$ cat src/rtl/rr_arb_mux.sv
// N-channel registered multiplexer with valid/ready handshaking.
// Selects one channel per cycle by explicit address or round-robin, held in a one-entry output register.
module rr_arb_mux #(
  parameter int WIDTH  = 32,
  parameter int NUM_IN = 4,
  parameter int SEL_W  = $clog2(NUM_IN)
) (
  input  logic                    clk,
  input  logic                    reset,
  input  logic                    mode,
  input  logic [SEL_W-1:0]        address,
  input  logic [NUM_IN*WIDTH-1:0] in_data,
  input  logic [NUM_IN-1:0]       in_valid,
  output logic [NUM_IN-1:0]       in_ready,
  output logic [WIDTH-1:0]        out_data,
  output logic [SEL_W-1:0]        out_sel,
  output logic                    out_valid,
  input  logic                    out_ready
);

  localparam logic [SEL_W:0] NUM_IN_W = (SEL_W+1)'(NUM_IN);

  logic [WIDTH-1:0] data_q, data_d;
  logic [SEL_W-1:0] sel_q, sel_d;
  logic             vld_q, vld_d;
  logic [SEL_W-1:0] rr_ptr_q, rr_ptr_d;

  logic             load_en;
  logic [SEL_W-1:0] grant;
  logic             grant_ok;
  logic [SEL_W:0]   idx;
  logic [WIDTH-1:0] sel_data;

  assign load_en = !vld_q | out_ready;

  // Addressed mode only matches in-range channels, so an out-of-range address never grants.
  always_comb begin
    grant    = '0;
    grant_ok = 1'b0;
    idx      = '0;
    if (!mode) begin
      grant = address;
      for (int i = 0; i < NUM_IN; i++) begin
        if (address == SEL_W'(i) && in_valid[i]) grant_ok = 1'b1;
      end
    end else begin
      for (int k = 0; k < NUM_IN; k++) begin
        idx = {1'b0, rr_ptr_q} + (SEL_W+1)'(k);
        if (idx >= NUM_IN_W) idx = idx - NUM_IN_W;
        if (!grant_ok && in_valid[idx[SEL_W-1:0]]) begin
          grant    = idx[SEL_W-1:0];
          grant_ok = 1'b1;
        end
      end
    end
  end

  always_comb begin
    sel_data = '0;
    for (int i = 0; i < NUM_IN; i++) begin
      if (grant == SEL_W'(i)) sel_data = in_data[i*WIDTH +: WIDTH];
    end
  end

  always_comb begin
    for (int i = 0; i < NUM_IN; i++) begin
      in_ready[i] = !reset & load_en & grant_ok & (grant == SEL_W'(i));
    end
  end

  always_comb begin
    data_d   = data_q;
    sel_d    = sel_q;
    vld_d    = vld_q;
    rr_ptr_d = rr_ptr_q;
    if (load_en) begin
      if (grant_ok) begin
        data_d   = sel_data;
        sel_d    = grant;
        vld_d    = 1'b1;
        rr_ptr_d = ({1'b0, grant} == NUM_IN_W - 1'b1) ? '0 : grant + 1'b1;
      end else begin
        vld_d = 1'b0;
      end
    end
  end

  // Output register stage
  always_ff @(posedge clk) begin
    if (reset) begin
      data_q   <= '0;
      sel_q    <= '0;
      vld_q    <= 1'b0;
      rr_ptr_q <= '0;
    end else begin
      data_q   <= data_d;
      sel_q    <= sel_d;
      vld_q    <= vld_d;
      rr_ptr_q <= rr_ptr_d;
    end
  end

  assign out_data  = data_q;
  assign out_sel   = sel_q;
  assign out_valid = vld_q;

endmodule

$ cat config.mk
export PLATFORM = sky130hd
export DESIGN_NAME = rr_arb_mux
export DESIGN_NICKNAME = d
export VERILOG_FILES = /design/src/rtl/rr_arb_mux.sv
export SDC_FILE = /design/constraint.sdc
export NUM_CORES = 1
export LEC_CHECK = 0
export CAP_MARGIN = 20
export CORE_UTILIZATION = 55
export CTS_CLUSTER_SIZE = 40
export DETAILED_ROUTE_END_ITERATION = 10
export DONT_BUFFER_PORTS = 1
export PLACE_DENSITY = 0.7
export SYNTH_ARGS = -nofsm -noshare
export SYNTH_HDL_FRONTEND = slang
export SYNTH_SLANG_ARGS = --single-unit
$ cat constraint.sdc
create_clock -name clk -period 6.5 [get_ports clk]
set_input_delay 0.65 -clock clk [delete_from_list [all_inputs] [get_ports clk]]
set_output_delay 0.65 -clock clk [all_outputs]
set_load 0.01 [all_outputs]
Yosys cells after proc, flatten, opt, wreduce, memory -nomap -nowiden
Index checks and enable logic that the tools add are counted.
Operators by class
  $add $sub $neg: 8
  magnitude comparators: 8
  equality and inequality tests: 6
  muxes and demuxes: 39
  bitwise operators: 7
  reductions and logical operators: 15
Operators with widths (number)
  2-to-1 mux 32 bit: 4
  2-to-1 mux 2 bit: 14
  2-to-1 mux 1 bit: 17
  less-than comparator 2 x 3 -> 1 bit (second input constant): 4
  >= comparator 3 bit (second input constant): 3
  binary-select mux 1 bit (select 2 bit): 4
  == test 2 bit (second input constant): 4
  subtractor 2 x 1 -> 2 bit (second input constant): 4
  logical AND 1 bit: 7
  adder 2 x 2 -> 3 bit (second input constant): 2
  AND 1 bit: 6
  logical NOT 1 bit: 5
  == test 2 x 1 -> 1 bit (second input constant): 2
  logical NOT 2 bit: 2
  adder 2 x 1 -> 3 bit (second input constant): 1
  >= comparator 2 x 3 -> 1 bit (second input constant): 1
  adder 2 x 1 -> 2 bit (second input constant): 1
  AND reduction 2 bit: 1
  bitwise OR 1 bit: 1
Storage, ports and cells
  flip-flop bits (word level): 37
  input bits: 138
  output and inout port bits: 39
  logic and storage cells: 87

Depth between registers and ports, before layout
  depth in word-level cells: 24
  gate-level depth with buffers: 14
  mapped depth without buffers: 11

Least setup slack after synthesis
OpenSTA, ideal clock, no wires.
  path type: input to output
  from: in in_valid[3]
  to: out in_ready[3]
  arrival: 2.445 ns
  required time: 5.850 ns
  slack: 3.405 ns
  stages: 8
  path through: nand2b_1 -> nand4b_1 -> nand2_1 -> a311oi_1 -> ha_1 -> clkbuf_1 -> clkbuf_1 -> and3_1
Between the ends
  longest elaborated chain between the ends: 18
  elaborated cells between the ends (all ways): 32
  those cells by class: eq/ne: 1; mux: 22; bitwise: 2; reduce/logical: 7
RTL lines
  start, declared: line 13  | input logic [NUM_IN-1:0] in_valid,
  binary-select mux 1 bit (select 2 bit): line 50  | if (!grant_ok && in_valid[idx[SEL_W-1:0]]) begin
  2-to-1 mux 1 bit (not written as such): line 50
  2-to-1 mux 1 bit: line 50
  2-to-1 mux 1 bit: line 41  | if (!mode) begin
  logical NOT 1 bit: line 50
  logical AND 1 bit: line 50
  2-to-1 mux 1 bit: line 50
  2-to-1 mux 1 bit: line 41
  [... 3 more ...]
  2-to-1 mux 1 bit: line 41
  logical NOT 1 bit: line 50
  logical AND 1 bit: line 50
  2-to-1 mux 2 bit *: line 50
  2-to-1 mux 2 bit *: line 41
  named net grant[1]: line 29  | logic [SEL_W-1:0] grant;
  == test 2 bit *: line 67  | in_ready[i] = !reset & load_en & grant_ok & (grant == SEL_W'(i));
  AND 1 bit *: line 67
  end, declared: line 14  | output logic [NUM_IN-1:0] in_ready,
Mark *: on every way through the listed nets, which the timed path passes. The rest lies on a longest branch. The select of a mux whose other input is x is not followed.

Final worst setup path
  from: reg rr_ptr_q[1]
  to: out in_ready[2]
Between the ends
  longest elaborated chain between the ends: 21
  elaborated cells between the ends (all ways): 49
  those cells by class: add/sub: 7; order compare: 4; eq/ne: 1; mux: 29; bitwise: 2; reduce/logical: 6
RTL lines
  start, declared: line 26  | logic [SEL_W-1:0] rr_ptr_q, rr_ptr_d;
  start signal, assigned: line 99  | rr_ptr_q <= rr_ptr_d;
  >= comparator 2 x 3 -> 1 bit or subtractor 2 x 1 -> 2 bit (tied branches): line 49  | if (idx >= NUM_IN_W) idx = idx - NUM_IN_W;
  2-to-1 mux 2 bit: line 49
  2-to-1 mux 2 bit: line 41
  binary-select mux 1 bit (select 2 bit): line 50
  2-to-1 mux 1 bit (not written as such): line 50
  2-to-1 mux 1 bit: line 50
  2-to-1 mux 1 bit: line 41
  logical NOT 1 bit: line 50
  [... 6 more ...]
  2-to-1 mux 1 bit: line 41
  logical NOT 1 bit: line 50
  logical AND 1 bit: line 50
  2-to-1 mux 2 bit *: line 50
  2-to-1 mux 2 bit *: line 41
  named net grant[1]: line 29
  == test 2 bit *: line 67
  AND 1 bit *: line 67
Marked as above.

==> results.md <==
- Outcome: finished, final reports clean
- Fin. Hold Viols: 0
- Clock share of power: roughly a fifth
- Most frequent cells in the layout: a21oi_1, dfxtp_1, nor2b_1, nor3_1, a221oi_1
- Share of cells above drive strength 1: roughly an eighth
- Final hold slack: roughly 0.43 ns
- Post-CTS Resized: 0
- Post-CTS Setup Inserts: 0
- Die ar.: about 5200 um^2
- Drt total wl: 7386 um
- Synth Flop Type: dfxtp_1
- Synth Instances: 334
- Asr flop ratio synth: 0%
- Routed length per placed instance: between 15 and 20 um
- Post-Syn Area per Cell: 8.107 um^2
- Static Leakage: 0.9093 nW
- Arr. time, crit path: 3.10 ns
- Synth unique cells: 37
- Clock root buffer master: clkbuf_8
- CTS Buf Count: 5
- Synthesis-to-finish area growth: 2.172%
- DR vias: between 2k and 3k
- Largest net degree at the start of global routing: 66
- CP endpoint kind: output pin
- FF-to-FF End: out_data[27]
- Worst Path Max Fanout: 65
- Sum of negative setup slack: 0 ns
- 1st-pass router iterations: 4
- Initial Util: a little under three fifths
- Chip Width: 72.17 um
- Fin crit period: around 3.8 ns
- Row cnt: 25
- Setup Crit Path Kind: register to output pin
- Place WS: 2.683 ns
- Yosys reg bits: 37
- Final core utilization: between 50% and 60%
- CTS tree: yes
- Clk buf depth: 2
- Vias in the first global route: between 2k and 2.5k
- Vias per cell: 6.816
- Initial antenna violation count: 0
- Sw Ratio: about 37%
- Post-route ant nets: 0
- Critical Path Source Type: register
- CTS H-Tree Depth: 2
- Worst Tran Pin Value: 1.102 ns
- Worst-Skew Late Latency: around 0.28 ns
- First-pass GRT wire length: ~11,000 um
- Total track usage: 26.76%
- Seq/Total Area, Yosys: 27.36%
- Grt ovf: 0
- Worst reg2reg setup slack: about 2.8 ns
- Cell area after synthesis: ~2700 um^2
- Clk sinks: 37
- Combinational power share: 35.8%
- Worst setup endpoint: in_ready[2]
- Nets: 450
- Ys Warns: 0
- Worst EP required: about 6 ns
- PnR worst setup slack: 2.746 ns
- Met1 GRT Util: 34.38%
- Antenna Diode Count: 0
- Most common cell after layout, fill and taps aside: a21oi_1
- GRT busiest layer: met2
- HPWL Detailed: 4981 um
- DRC errors left: 0
- Post-CTS Hold Fix Bufs: 0
- Layout Cells excl Fill: 376
- HP Class: input pin to register
- Net Switching: 0.2612 mW
- Power density over cell area: roughly 260 nW/um^2
- Dpl cells: 366
- Final worst path period share: between 50% and 60%
- Beginning of the critical path: rr_ptr_q[1]
- Core area: around 4700 um^2
- Port bufs: 0
- Clk slew on worst S/H paths: 0.07 ns
- Final-report setup violation count: 0
- Worst flop-to-flop path startpoint: rr_ptr_q[1]
- Mapped Nets: around 480
- Pins Over Slew Limit: 0
- Clock Skew: between 0.003 and 0.004 ns
- Internal cell power: between 0.4 and 0.5 mW
- Reg2Reg Depth: 13
- 1st-iter DRT viols: 150
- Number of synthesized flops with an enable pin: 0
- Die outline height: between 70 and 80 um
- Met2 GRT Util: approximately 43%
- Gpl congestion: 0.8054
- GRT met3 Usage: around 8%
- RSZ-0062 raised after global routing: false
- Relative slew slack: a little over a quarter
- Max cap viols: 0
- Num ports: roughly 180
- Peak VDD IR: around 0.12 mV
- Part of the power in registers: between 40 and 50%
- Max Clk Rate: between 200 and 300 MHz
-- per-stage QoR --
stage,cell area (um^2),power (mW)
finish,2766,0.7109
global route,2766,0.7584
CTS,2711,0.7092
detailed placement,2631,0.5564
global placement,2631,0.5513
floorplan,2708,0.5232
-- routing by layer --
metal | routed length, um | part of all wire, % | up-vias
met1 | 3027 | 41 | 1205
met2 | 3579 | 48 | 113
met5 | 0 | 0 | -
li1 | - | - | 1230
met4 | 135 | 1.8 | 0
met3 | 643 | 8.7 | 15
-- logic make-up (layout without fill, tap and decap cells) --
group           count (synthesis)  in the layout  synth area share, %
buf+inv                        44             19                7.902
flops                          37             37                27.36
compound gates                154            154                42.01
mux                             2              2                1.663
fa+ha+maj                       4              4                1.849
simple gates                   93             93                19.22
-- critical path: stages (launching register included) --
cell	delay (ns)
dfxtp_1	0.53
nor2_1	0.11
o21ai_2	0.23
nand2_1	0.09
a311oi_1	0.54
ha_2	0.94
and3_1	0.34
-- synthesized netlist by cell type, drive strengths merged, types with 4 or more instances --
library cell,number,area (um^2)
a211oi,34,355.3
a21oi,71,377.9
a221oi,31,271.5
and3,4,25.02
buf,10,86.32
clkbuf,27,101.4
dfxtp,37,740.7
ha,4,50.05
inv,7,26.28
nand2,6,22.52
nand2b,4,32.53
nor2,9,38.79
nor2b,34,212.7
nor3,32,160.2
o21ai,8,43.79
-- cell type report --
type | count | area (um^2)
tap | 67 | 83.83
timing repair buffer | 4 | 70.07
fill | 450 | 1957
inverter | 7 | 26.28
clock buffer | 8 | 80.08
multi-input combinational | 253 | 1765
sequential | 37 | 740.7
-- how the worst min path moves through the flow --
stage | endpoint | cells after the start | from
4_1_cts | out_data[1] | 1 | reset
5_1_grt | out_data[1] | 1 | reset
3_5_place_dp | out_data[23] | 2 | out_data[23]
3_3_place_gp | out_data[23] | 2 | out_data[23]
2_1_floorplan | out_data[0] | 2 | out_data[0]
6_report | out_data[1] | 1 | reset
-- state kept, by name, summed over array words and instances (netlist names) --
signal     cells
out_sel        2
out_valid      1
out_data      32
rr_ptr_q       2
-- power by group through the flow --
stage	clock [mW]	sequential (mW)	combinational (mW)
global route	0.167	0.308	0.283
floorplan	0	0.299	0.225
global placement	0	0.309	0.242
finish	0.152	0.304	0.254
detailed placement	0	0.309	0.248
CTS	0.157	0.304	0.248
(Power assumes the default switching activity.)
